--- src/rtl/uart_tx_arbiter.sv ---
// uart_tx_arbiter
//   Shares one 8N1 serial transmit line between NUM_REQ byte sources.
//   A round-robin arbiter picks one requester per frame; the accepted byte
//   is latched and shifted out LSB first at CLK_FREQ/BAUD clocks per bit.
//
// Optional build macro: UART_TX_ARBITER_LOCK_EN
//   Adds req_lock. The last accepted requester keeps the line while its
//   lock and valid stay high, so multi-byte messages go out contiguously.
//
// Ports
//   clk        system clock
//   rst_n      synchronous active-low reset
//   req_data   byte for requester i at [8i+7:8i]
//   req_valid  requester i has a byte pending (data held until accepted)
//   req_lock   (macro only) keep the grant on the last accepted requester
//   req_ready  one-hot accept strobe, only ever high in IDLE
//   tx         serial line, idles high
//   busy       high while a frame is in START/DATA/STOP
//   grant_id   index of the last accepted requester
//
// state | meaning
// ------+------------------------------------------------------
// IDLE  | line high, arbitrate, accept one byte when any valid
// START | start bit (tx=0) for CLKS_PER_BIT cycles
// DATA  | 8 data bits, LSB first, CLKS_PER_BIT cycles each
// STOP  | stop bit (tx=1) for CLKS_PER_BIT cycles
module uart_tx_arbiter #(
  parameter int CLK_FREQ = 100000000,
  parameter int BAUD     = 1000000,
  parameter int NUM_REQ  = 4,
  localparam int CLKS_PER_BIT = CLK_FREQ / BAUD,
  localparam int ID_W         = $clog2(NUM_REQ)
) (
  input  logic                 clk,
  input  logic                 rst_n,
  input  logic [NUM_REQ*8-1:0] req_data,
  input  logic [NUM_REQ-1:0]   req_valid,
`ifdef UART_TX_ARBITER_LOCK_EN
  input  logic [NUM_REQ-1:0]   req_lock,
`endif
  output logic [NUM_REQ-1:0]   req_ready,
  output logic                 tx,
  output logic                 busy,
  output logic [ID_W-1:0]      grant_id
);

  localparam int CNT_W = $clog2(CLKS_PER_BIT);
  localparam logic [CNT_W-1:0] BIT_END = CNT_W'(CLKS_PER_BIT - 1);

  generate
    if (CLKS_PER_BIT < 2) begin : g_bad_baud
      $error("uart_tx_arbiter: CLK_FREQ/BAUD must be at least 2");
    end
    if (NUM_REQ < 2 || NUM_REQ > 16) begin : g_bad_num_req
      $error("uart_tx_arbiter: NUM_REQ must be in 2..16");
    end
  endgenerate

  typedef enum logic [1:0] {
    IDLE  = 2'd0,
    START = 2'd1,
    DATA  = 2'd2,
    STOP  = 2'd3
  } state_t;

  state_t            state;
  logic [ID_W-1:0]   ptr;
  logic [CNT_W-1:0]  baud_cnt;
  logic [2:0]        bit_cnt;
  logic [7:0]        shift_q;

  logic              any_valid;
  logic [ID_W-1:0]   rr_pick;
  logic [ID_W-1:0]   rr_idx;
  logic [ID_W-1:0]   grant_idx;
  logic [NUM_REQ-1:0] grant_onehot;
  logic              accept;

  // Round-robin search starts just after the last winner and wraps.
  always_comb begin
    any_valid = 1'b0;
    rr_pick   = ptr;
    rr_idx    = '0;
    for (int i = 1; i <= NUM_REQ; i++) begin
      rr_idx = ID_W'((int'(ptr) + i) % NUM_REQ);
      if (!any_valid && req_valid[rr_idx]) begin
        any_valid = 1'b1;
        rr_pick   = rr_idx;
      end
    end
  end

`ifdef UART_TX_ARBITER_LOCK_EN
  // have_grant stops the reset value of ptr from looking like a real owner.
  logic have_grant;
  logic lock_hit;
  assign lock_hit  = have_grant && req_lock[ptr] && req_valid[ptr];
  assign grant_idx = lock_hit ? ptr : rr_pick;
`else
  assign grant_idx = rr_pick;
`endif

  always_comb begin
    grant_onehot = '0;
    grant_onehot[grant_idx] = 1'b1;
  end

  // Gated by rst_n so nothing is handed a phantom accept while reset holds
  // the FSM; no path from req_data.
  assign accept    = rst_n && (state == IDLE) && any_valid;
  assign req_ready = accept ? grant_onehot : '0;

  always_ff @(posedge clk) begin
    if (!rst_n) begin
      state    <= IDLE;
      ptr      <= ID_W'(NUM_REQ - 1);
      grant_id <= '0;
      baud_cnt <= '0;
      bit_cnt  <= '0;
      shift_q  <= '0;
      tx       <= 1'b1;
      busy     <= 1'b0;
`ifdef UART_TX_ARBITER_LOCK_EN
      have_grant <= 1'b0;
`endif
    end else begin
      case (state)
        IDLE: begin
          tx       <= 1'b1;
          busy     <= 1'b0;
          baud_cnt <= '0;
          bit_cnt  <= '0;
          if (any_valid) begin
            shift_q  <= req_data[8*grant_idx +: 8];
            ptr      <= grant_idx;
            grant_id <= grant_idx;
            tx       <= 1'b0;
            busy     <= 1'b1;
            state    <= START;
`ifdef UART_TX_ARBITER_LOCK_EN
            have_grant <= 1'b1;
`endif
          end
        end
        START: begin
          if (baud_cnt == BIT_END) begin
            baud_cnt <= '0;
            bit_cnt  <= '0;
            tx       <= shift_q[0];
            state    <= DATA;
          end else begin
            baud_cnt <= baud_cnt + 1'b1;
          end
        end
        DATA: begin
          if (baud_cnt == BIT_END) begin
            baud_cnt <= '0;
            if (bit_cnt == 3'd7) begin
              tx    <= 1'b1;
              state <= STOP;
            end else begin
              bit_cnt <= bit_cnt + 1'b1;
              shift_q <= shift_q >> 1;
              // next bit is shift_q[1] before the shift lands
              tx      <= shift_q[1];
            end
          end else begin
            baud_cnt <= baud_cnt + 1'b1;
          end
        end
        STOP: begin
          if (baud_cnt == BIT_END) begin
            baud_cnt <= '0;
            busy     <= 1'b0;
            tx       <= 1'b1;
            state    <= IDLE;
          end else begin
            baud_cnt <= baud_cnt + 1'b1;
          end
        end
        default: begin
          state <= IDLE;
          tx    <= 1'b1;
          busy  <= 1'b0;
        end
      endcase
    end
  end

endmodule

--- config.mk ---
export PLATFORM = sky130hd
export DESIGN_NAME = uart_tx_arbiter
export DESIGN_NICKNAME = d
export VERILOG_FILES = /design/src/rtl/uart_tx_arbiter.sv
export SDC_FILE = /design/constraint.sdc
export NUM_CORES = 1
export LEC_CHECK = 0
export ABC_AREA = 1
export CORE_MARGIN = 1
export CORE_UTILIZATION = 53
export CTS_BUF_LIST = sky130_fd_sc_hd__clkbuf_4 sky130_fd_sc_hd__clkbuf_8 sky130_fd_sc_hd__clkbuf_16
export DETAILED_ROUTE_END_ITERATION = 8
export GPL_TIMING_DRIVEN = 1
export PLACE_DENSITY = 0.88
export SLEW_MARGIN = 30
export SYNTH_ARGS = -nofsm -noshare
export SYNTH_HDL_FRONTEND = slang
export SYNTH_SLANG_ARGS = --single-unit
--- constraint.sdc ---
create_clock -name clk -period 3.7 [get_ports clk]
set_clock_uncertainty 0.15 [all_clocks]
set_input_delay 1.11 -clock clk [delete_from_list [all_inputs] [get_ports clk]]
set_output_delay 1.11 -clock clk [all_outputs]
set_load 0.05 [all_outputs]
After elaboration in Yosys (flattened, before gate mapping):

Cells that the tools add are included.

* $add $sub $neg: 6
* magnitude comparators: 6
* equality and inequality tests: 11
* shifts and indexed selects: 1
* mux-type cells: 44
* reduce and logical (&&, ||, !) cells: 20

Operators with widths (number)
* 32-bit by 6-bit variable part select with 8-bit output: 1
* 8-bit two-way mux: 3
* 2-bit two-way mux: 9
* 1-bit two-way mux: 16
* 8-bit case mux with 2 select lines: 1
* 2-bit by 3-bit less-than comparator with 1-bit output (second input constant): 5
* 7-bit case mux with 2 select lines: 1
* 2-bit inequality test (second input constant): 6
* 3-bit two-way mux: 3
* 3-bit case mux with 3 select lines: 1
* 1-bit binary-select mux with 2-bit select: 4
* 2-bit case mux with 4 select lines: 1
* 4-bit AND reduction: 2
* 7-bit by 1-bit adder with 7-bit output (second input constant): 1
* 7-bit == test (second input constant): 1
* 7-bit two-way mux: 1
* 1-bit logical AND: 6
* 5-bit AND reduction: 1
* 2-bit by 1-bit adder with 2-bit output (second input constant): 2
* 2-bit adder (second input constant): 2
* 2-bit == test (second input constant): 2
* 4-bit two-way mux: 1
* 1-bit case mux with 4 select lines: 1
* 2-bit AND reduction: 2
* other kinds (12): 15

* flip-flop bits (word level): 26
* input bits: 38
* output and inout bits: 8
* logic and storage cells: 96

Logic depth before layout (Yosys ltp):

Gate-level depths: netlist of run 1.

* depth after elaboration: 18
* mapped depth: 14

Least setup slack after synthesis of run 1:

OpenSTA, ideal clock, no wires.

* path type: input to output
* start: input port req_valid[1]
* end: output port req_ready[0]
* arrival time: 2.550 ns
* data required time: 2.440 ns
* slack: -0.110 ns
* cell stages on the path: 10
* path through: nand2_1 nand2_2 nand2_1 nand2_2 inv_4 nand2_4 nand2_4 buf_8 nand3_1 nor2_1

* word-level cells in the longest chain between the ends: 17
* elaborated cells on any way between the ends: 29

RTL lines
* from (decl): line 37 `input logic [NUM_REQ-1:0] req_valid,`
* 1-bit binary-select mux with 2-bit select: line 86 `if (!any_valid && req_valid[rr_idx]) begin`
* 1-bit two-way mux (implied by the code): line 86
* 1-bit two-way mux: line 86
* 1-bit logical NOT: line 86
* 1-bit logical AND: line 86
* 1-bit two-way mux: line 86
* 1-bit logical NOT: line 86
* 1-bit logical AND: line 86
* 1-bit two-way mux: line 86
* 1-bit logical NOT: line 86
* 1-bit logical AND: line 86
* 2-bit two-way mux: line 86
* 2-bit by 3-bit less-than comparator with 1-bit output (implied by the code) / 2-bit by 1-bit greater-or-equal comparator with 1-bit output (equally long branches): line 105 `grant_onehot[grant_idx] = 1'b1;`
* 1-bit logical AND (implied by the code): line 105
* 1-bit two-way mux (implied by the code): line 105
* 1-bit demux with 2-bit select: line 105
* 4-bit two-way mux *: line 111 `assign req_ready = accept ? grant_onehot : '0;`
* to (decl): line 41 `output logic [NUM_REQ-1:0] req_ready,`

Every way passes the cells marked *; elsewhere a longest branch is shown, timed or not. The select of a mux whose other input is x is not followed.

Worst setup path in the final report of run 1:

* start: input port req_valid[2]
* end: output port req_ready[0]

Same word-level chain as after synthesis.

==> results of run 1 <==
-- tightest hold or removal path: stages, from the launching register on --
cell and delay [ns]:
dfxtp_1 0.34, nand2_1 0.06, nand2_1 0.04
-- cell type report --
cell class	instances	area (um^2)
Multi-Input combinational cell	217	1275
Fill cell	244	704.4
Timing Repair Buffer	74	688.2
Sequential cell	26	520.5
Inverter	24	95.09
Tap cell	46	57.56
Clock buffer	3	22.52
-- power by group --
group	leakage (nW)	switching [W]	internal, W
Combinational	0.973	0.00105	0.000728
Sequential	0.214	0.0000493	0.000360
Clock	0.0138	0.0000804	0.0000382
-- Yosys cell counts (all sizes together) --
| cell | n | share of area |
|---|---|---|
| clkbuf | 2 | 0.0040 |
| dfxtp | 26 | 0.28 |
| o221ai | 1 | 0.0047 |
| ha | 7 | 0.047 |
| or2 | 2 | 0.0067 |
| o211a | 1 | 0.0054 |
| inv | 24 | 0.050 |
| a211oi | 1 | 0.0040 |
| a21oi | 21 | 0.070 |
| nand4 | 2 | 0.0067 |
| nor3 | 4 | 0.013 |
| xnor2 | 1 | 0.0047 |
| o21ai | 14 | 0.038 |
| nor2 | 15 | 0.030 |
| nand2 | 79 | 0.20 |
| nand3 | 65 | 0.20 |
| nor3b | 1 | 0.0040 |
| o22ai | 1 | 0.0034 |
| buf | 4 | 0.026 |
| nor4 | 1 | 0.0034 |
| a22oi | 1 | 0.0040 |
-- worst paths after layout --
kind                                               start                  endpoint  slack, ns  depth (start not counted)
worst max-delay path                        req_valid[2]              req_ready[0]       0.13                         14
worst min-delay path            grant_id[0]$_SDFFE_PN0P_  grant_id[0]$_SDFFE_PN0P_       0.31                          2
worst max register to register       ptr[0]$_SDFFE_PN1P_       ptr[0]$_SDFFE_PN1P_       0.51                         24
worst min register to register  grant_id[0]$_SDFFE_PN0P_  grant_id[0]$_SDFFE_PN0P_       0.31                          2
-- flip-flops by register name (all words and copies together), names as in the netlist --
signal and count:
baud_cnt 7, ptr 2, tx 1, busy 1, bit_cnt 3, grant_id 2
shift_q 8, state 2
-- cells by family (layout without fill, tap and decap cells) --
kind of cell,Yosys count,count (layout),share of synthesized area
xor gates and xnor gates,1,1,0.004693
AOI/OAI and AO/OA,40,40,0.1294
and+or+nand+nor,169,169,0.4605
DFF,26,26,0.2788
adders and majority gates,7,7,0.04691
buffers and inverters,30,101,0.07976
-- layer usage --
metal / share of wire / up-vias
li1: - / 1068
met1: 0.40 / 997
met3: 0.066 / 4
met4: 0.0071 / 0
met5: 0 / -
met2: 0.53 / 79
-- repair_timing --
item                       in CTS  in global routing
pin swaps                       5                  4
cloned                          0                  0
buffers inserted               11                  1
gates resized for setup        19                 15
setup endpoints to repair       4                  8
-- per-stage QoR --
stage / cells / hold slack [ns] / total power (W) / setup WS, ns / area [um^2]
2_1_floorplan: 273 / 0.2679 / 0.001503 / -0.1104 / 1872
3_3_place_gp: 375 / 0.2823 / 0.001916 / -0.2777 / 2491
3_5_place_dp: 375 / 0.2963 / 0.001958 / -0.3372 / 2491
4_1_cts: 389 / 0.3147 / 0.002253 / 0.003184 / 2649
5_1_grt: 390 / 0.3434 / 0.002498 / 0.005520 / 2659
6_report: 390 / 0.3128 / 0.002306 / 0.1338 / 2659
==> reports/results.ini, run 1 <==
[outcome]
status = complete, no violations

[worst_setup_path]
cp_num_buf_inv = 5
worst_path_dominant_cell_family = simple AND/OR/NAND/NOR gates
cpPeakStageDelay_ns = 0.15
arrival_ns = 2.31
cp_cell_sequence = clkbuf_2 > nand2_2 > nand2_4 > nor2_1 > nand2_1 > nor2_2 > inv_1 > nand2_1 > inv_2 > nand2_2 > inv_4 > nand3_4 > nor2_4 > buf_12
end_kind = output pin
crit_fanout = 4
path_class = input pin to output pin
cp-start-kind = input pin
crit_slowest_cell = buf_12
crit_required_ns = 2.44

[global_route]
antenna_found_initial = 0
grt_overflow = 0
use_met2 = 0.5373
grt_use_met1 = 0.3586
grt_use_met3 = 0.06723
track_usage = 0.2957
grt_pass1_vias = 1935
busiest_layer = met2
grt_max_degree = 17
grt_first_pass_wirelength_mm = 8.342

[cells_and_area]
antenna_cells = 0
syn_to_final_growth_pct = 42.43
layout_commonest_cell = nand3_1
nets = 391
layout_common_cells = nand3_1, nand2_1, clkdlybuf4s50_1
drive_gt1_frac = 0.2733
final_util = 0.7906

[sta]
maxSlewViolCount = 0
hold_viol_final = 0
finalSetupTns_ns = 0
clock.fmax_mhz = 280.4
min_period_ns = 3.566
setup_viol = 0
worst_pin_slew_ns = 0.5264
slew_headroom = 0.6491
rsz0062_at_grt = false
period_share = 0.9638

[floorplan]
num_io_pins = 46
rows = 21
coreArea_um2 = 3363
dieArea_um2 = 3764
die_h_um = 61.35
die-width_um = 61.35
start_util = 0.5551

[synthesis]
ys_seq_area_frac = 0.2788
synth_cells = 273
synth-seq-cells = 26
ys_warn_count = 0
synthDistinctLibCells = 32
syn_area_per_cell_um2 = 6.838
syn_area_um2 = 1867
syn_nets = 318

[routing]
drt-initial-drc-count = 146
wl_per_cell_um = 13.06
vias = 2148
wirelength_mm = 5.094
dr.pass1.iters = 4
drcViolationCount = 0
drt-vias-per-instance = 5.508
postRouteAntennaNets = 0

[pwr]
p_leak_nw = 1.201
peakVddDrop_mv = 0.4413
p_per_area_nw_per_um2 = 867.2

[cts]
cts_tree = yes
insertion_delay_ns = 0.32
holdBufCountCts = 0
clockRootBuffer = clkbuf_4
cts_max_level = 1
cts_buffer_depth = 2
path_clk_slew_ns = 0.13
cts-buffers-inserted = 3
cts.sinks = 26

[job]
max-cap-violations = 0

[place]
place.gp.congestion = 0.8515
io_buffers = 45
hpwl_mm = 3.643

[worst_hold_path]
hold_path.class = register to register

Power figures use the tool's default switching activity.
==> inputs of run 2 (changes only) <==
--- a/config.mk
+++ b/config.mk
@@ -7,11 +7,12 @@
 export LEC_CHECK = 0
 export ABC_AREA = 1
 export CORE_MARGIN = 1
-export CORE_UTILIZATION = 53
+export CORE_UTILIZATION = 28
 export CTS_BUF_LIST = sky130_fd_sc_hd__clkbuf_4 sky130_fd_sc_hd__clkbuf_8 sky130_fd_sc_hd__clkbuf_16
 export DETAILED_ROUTE_END_ITERATION = 8
 export GPL_TIMING_DRIVEN = 1
-export PLACE_DENSITY = 0.88
+export PLACE_DENSITY = 0.53
+export REMOVE_ABC_BUFFERS = 1
 export SLEW_MARGIN = 30
 export SYNTH_ARGS = -nofsm -noshare
 export SYNTH_HDL_FRONTEND = slang
==> reports/results.ini, run 2 (same netlist as run 1, synthesis figures left out) <==
[worst_setup_path]
r2r-end = ptr[0]$_SDFFE_PN1P_
rr_startpoint = ptr[0]$_SDFFE_PN1P_
ff2ff_setup_slack_ns = 0.37
crit_fanout = 4
arrival_ns = 3.58
cp-start-kind = input pin
path_class = input pin to register
r2r_cells = 25
crit_required_ns = 3.73
end_kind = register

[sta]
period_share = 0.9619
min_period_ns = 3.559
finalSetupTns_ns = 0
worst_pin_slew_ns = 0.5835
maxSlewViolCount = 0
rsz0062_at_grt = false
slew_headroom = 0.6110
hold_viol_final = 0
setup_viol = 0
holdWs_ns = 0.3098
clock.fmax_mhz = 281.0

[cts]
path_clk_slew_ns = 0.09
clockRootBuffer = clkbuf_8
cts_max_level = 1
cts-buffers-inserted = 3
cts_tree = yes
insertion_delay_ns = 0.27
cts.sinks = 26
cts_buffer_depth = 2

[floorplan]
die-width_um = 83.65
start_util = 0.2923
die_h_um = 83.65
dieArea_um2 = 6997
rows = 29
num_io_pins = 46
coreArea_um2 = 6386

[routing]
drt-initial-drc-count = 78
drt-vias-per-instance = 4.773
drcViolationCount = 0
wl_per_cell_um = 11.94
dr.pass1.iters = 4
wirelength_mm = 5.111
vias = 2043
postRouteAntennaNets = 0

[worst_hold_path]
min-delay-start = baud_cnt[0]$_SDFF_PP0_
hold_depth = 1
hold_path.class = register to register
hold_path_end = baud_cnt[0]$_SDFF_PP0_

[cells_and_area]
drive_gt1_frac = 0.2877
regMostFlops = shift_q
final_area_um2 = 2799
nets = 397
largest_reg_flops = 8
antenna_cells = 0
layout_common_cells = nand3_1, nand2_1, clkdlybuf4s50_1
top_regs = shift_q: 8 flops, baud_cnt: 7 flops, bit_cnt: 3 flops
final_util = 0.4383
layout_commonest_cell = nand3_1
syn_to_final_growth_pct = 49.93

[place]
io_buffers = 45
hpwl_mm = 3.819
place.gp.congestion = 0.7636
placed_cell_area_um2 = 2547

[outcome]
status = complete, no violations

[global_route]
track_usage = 0.1503
grt_overflow = 0
grt_pass1_vias = 2002
antenna_found_initial = 0
grt_max_degree = 17
grt_first_pass_wirelength_mm = 8.838

[pwr]
p_per_area_nw_per_um2 = 875.4
power_w = 0.002450
peakVddDrop_mv = 0.3940
p_leak_nw = 1.250

[job]
max-cap-violations = 0

-- run 2: changes by cell type in the layout (fill, tap and decap cells not counted), sizes merged --
cell,before,now
bufinv,0,1
buf,33,39
-- run 2: worst max path at each step --
stage	from	endpoint	slack, ns	depth (start not counted)
CTS	req_valid[2]	req_ready[1]	0.0002	12
detailed placement	req_valid[1]	req_ready[2]	-0.39	14
global route	req_valid[0]	ptr[0]$_SDFFE_PN1P_	0.001	25
floorplan	req_valid[1]	req_ready[1]	-0.17	9
finish	req_valid[2]	ptr[0]$_SDFFE_PN1P_	0.14	25
global placement	req_valid[1]	req_ready[0]	-0.33	14
-- run 2: critical path, stage by stage --
cell and delay (ns):
clkbuf_2 0.10, nand2_2 0.09, nand2_4 0.06, nor2_1 0.10, nand2_1 0.07, nor2_2 0.12, inv_1 0.06, nand2_2 0.07
inv_2 0.05, buf_4 0.13, buf_4 0.12, buf_4 0.12, buf_4 0.13, buf_4 0.12, buf_4 0.12, buf_4 0.12
buf_4 0.13, buf_4 0.12, buf_4 0.12, buf_4 0.12, buf_4 0.13, nor2_4 0.13, nand2_1 0.06, nand2_1 0.06
inv_1 0.03
-- run 2: layer usage --
metal  part of all wire  global-route usage
met1               0.48              0.1908
met2               0.49              0.2727
met3              0.026             0.02473
met4             0.0053             0.01849
met5                  0                   0
-- run 2: stage by stage --
step                      worst slack [ns]  cells
after floorplan                    -0.1727    267
after global placement             -0.3258    409
after detailed placement           -0.3850    409
after CTS                        0.0002369    428
after global routing              0.001487    428
final                               0.1410    428
-- run 2: repair_timing --
item                       CTS  global route
pin swaps                    7             4
setup endpoints to repair    4             8
gates resized for setup     26            12
hold buffers                 0             0
setup buffers               15             0
-- run 2: cell type report --
| type | count | area (um^2) |
|---|---|---|
| Multi-Input combinational cell | 217 | 1282 |
| Clock inverter | 1 | 30.03 |
| Inverter | 24 | 95.09 |
| Clock buffer | 3 | 41.29 |
| Fill cell | 651 | 3587 |
| Timing Repair Buffer | 80 | 733.2 |
| Tap cell | 77 | 96.34 |
| Sequential cell | 26 | 520.5 |
-- run 2: power breakdown --
| group | switching, W | leakage (nW) | total, W | internal [W] |
|---|---|---|---|---|
| Sequential | 0.0000538 | 0.214 | 0.000414 | 0.000360 |
| Combinational | 0.00104 | 1.00 | 0.00180 | 0.000762 |
| Clock | 0.0000894 | 0.0357 | 0.000234 | 0.000145 |
==> inputs of run 3 (changes only) <==
--- a/config.mk
+++ b/config.mk
@@ -10,8 +10,9 @@
 export CORE_UTILIZATION = 28
 export CTS_BUF_LIST = sky130_fd_sc_hd__clkbuf_4 sky130_fd_sc_hd__clkbuf_8 sky130_fd_sc_hd__clkbuf_16
 export DETAILED_ROUTE_END_ITERATION = 8
+export DONT_BUFFER_PORTS = 1
 export GPL_TIMING_DRIVEN = 1
-export PLACE_DENSITY = 0.53
+export PLACE_DENSITY = 0.44
 export REMOVE_ABC_BUFFERS = 1
 export SLEW_MARGIN = 30
 export SYNTH_ARGS = -nofsm -noshare
==> reports/results.ini, run 3 (same netlist as run 1, synthesis figures left out) <==
[outcome]
status = complete, no violations

[cts]
cts_max_level = 1
cts-buffers-inserted = 3
cts_buffer_depth = 2
clockRootBuffer = clkbuf_8
insertion_delay_ns = 0.27
cts.sinks = 26
path_clk_slew_ns = 0.09
cts_tree = yes
post_cts_buffers = 0

[worst_setup_path]
end_kind = output pin
cp_num_buf_inv = 4
worst_path_dominant_cell_family = simple AND/OR/NAND/NOR gates
cp_cell_sequence = nand2_1 > nand3_1 > nand2_2 > nand2_1 > nor2_2 > inv_1 > nand2_1 > inv_2 > nand2_2 > inv_2 > nand3_1 > nor2_1 > buf_6
ff2ff_setup_slack_ns = 1.16
arrival_ns = 2.25
rr_startpoint = state[0]$_SDFFE_PN0P_
crit_required_ns = 2.44
path_class = input pin to output pin
cpMostUsedCell = nand2_1
cp-start-kind = input pin
r2r_cells = 10
r2r-end = shift_q[6]$_SDFFE_PN0P_
cpPeakStageDelay_ns = 0.17
crit_slowest_cell = buf_6
crit_fanout = 4

[worst_hold_path]
hold_path_end = baud_cnt[0]$_SDFF_PP0_
min-delay-start = baud_cnt[0]$_SDFF_PP0_
hold_depth = 1
hold_path.class = register to register

[cells_and_area]
regMostFlops = shift_q
drive_gt1_frac = 0.1993
fill_cells = 717
multi_input_area_um2 = 1202
regArea_um2 = 520.5
nets = 327
layout_commonest_cell = nand2_1
largest_reg_flops = 8
top_regs = shift_q: 8 flops, baud_cnt: 7 flops, bit_cnt: 3 flops
syn_to_final_growth_pct = 9.584
antenna_cells = 0
layout_common_cells = nand2_1, nand3_1, dfxtp_1

[routing]
drt-initial-drc-count = 61
wl_met3_um = 239
wirelength_mm = 4.604
dr.pass1.iters = 4
routed-wl-met2_mm = 2.014
postRouteAntennaNets = 0
drcViolationCount = 0
wl_per_cell_um = 12.86
routed.top_layer = met4
wl_met1_mm = 2.320
drt-vias-per-instance = 5.000
vias = 1790

[pwr]
p_per_area_nw_per_um2 = 952.7
p_leak_nw = 0.9193
peakVddDrop_mv = 0.3029

[global_route]
grt_first_pass_wirelength_mm = 7.948
grt_overflow = 0
track_usage = 0.1372
antenna_found_initial = 0
grt_pass1_vias = 1700
grt_max_degree = 17

[sta]
worst_pin_slew_ns = 0.5696
finalSetupTns_ns = 0
min_period_ns = 3.508
period_share = 0.9481
maxSlewViolCount = 0
clock.fmax_mhz = 285.1
holdWs_ns = 0.3029
slew_headroom = 0.6203
rsz0062_at_grt = false
setup_viol = 0
hold_viol_final = 0

[place]
io_buffers = 0
hpwl_mm = 3.682
place.gp.congestion = 0.7682

[floorplan]
die_h_um = 83.65
die-width_um = 83.65
start_util = 0.2923
coreArea_um2 = 6386
rows = 29
dieArea_um2 = 6997
num_io_pins = 46

[job]
max-cap-violations = 0

## run 3: cell types whose count changed in the layout (fill, tap and decap cells not counted), sizes merged
cell and delta:
buf -29, bufinv -1, clkbuf -3, clkdlybuf4s50 -37
## run 3: final cells by class
| cell class | instances | area share |
|---|---|---|
| Timing Repair Buffer | 10 | 0.03853 |
| Sequential cell | 26 | 0.2544 |
| Inverter | 24 | 0.04526 |
| Tap cell | 77 | 0.04709 |
| Clock buffer | 4 | 0.02691 |
| Multi-Input combinational cell | 217 | 0.5878 |
## run 3: through the flow
| step | setup WS (ns) | utilization | cells | area, um^2 | power (W) |
|---|---|---|---|---|---|
| 2_1_floorplan | -0.1727 | - | 267 | 1810 | 0.001433 |
| 3_3_place_gp | 0.1702 | 0.3103 | 354 | 1982 | 0.001784 |
| 3_5_place_dp | 0.1233 | 0.3103 | 354 | 1982 | 0.001775 |
| 4_1_cts | 0.1166 | 0.3190 | 358 | 2037 | 0.001968 |
| 5_1_grt | 0.03155 | 0.3203 | 358 | 2046 | 0.002165 |
| 6_report | 0.1919 | 0.3203 | 358 | 2046 | 0.001949 |
## run 3: how the worst max path moves through the flow
stage	from	end	depth (start not counted)
after floorplan	req_valid[1]	req_ready[1]	9
after global placement	req_valid[3]	req_ready[2]	13
after detailed placement	req_valid[3]	req_ready[0]	13
after CTS	req_valid[3]	req_ready[0]	13
after global routing	req_valid[3]	req_ready[0]	13
final	req_valid[3]	req_ready[0]	13
## run 3: metal layers
metal  track usage  vias to the layer above
met4       0.02773                        0
met1        0.2012                      801
li1              -                      937
met2        0.2136                       48
met5             0                        -
met3       0.01879                        4
## run 3: what timing repair did
action	CTS	global route
resized for setup	0	5
setup endpoints to repair	0	4
hold buffers	0	0
## run 3: worst reg2reg max path, delay by kind of cell, from the launching register on
kind	cells	cell delay (ns)
fa+ha+maj	1	0.53
compound gates	3	0.34
buf+inv	3	0.58
simple gates	3	0.50
flops	1	0.34
## run 3: power breakdown
group          total, W  switching (W)  internal [W]  leakage [nW]
Clock          0.000184      0.0000890     0.0000951        0.0288
Combinational   0.00130       0.000848      0.000451         0.677
Sequential     0.000466       0.000106      0.000360         0.214
Total           0.00195        0.00104      0.000906         0.919
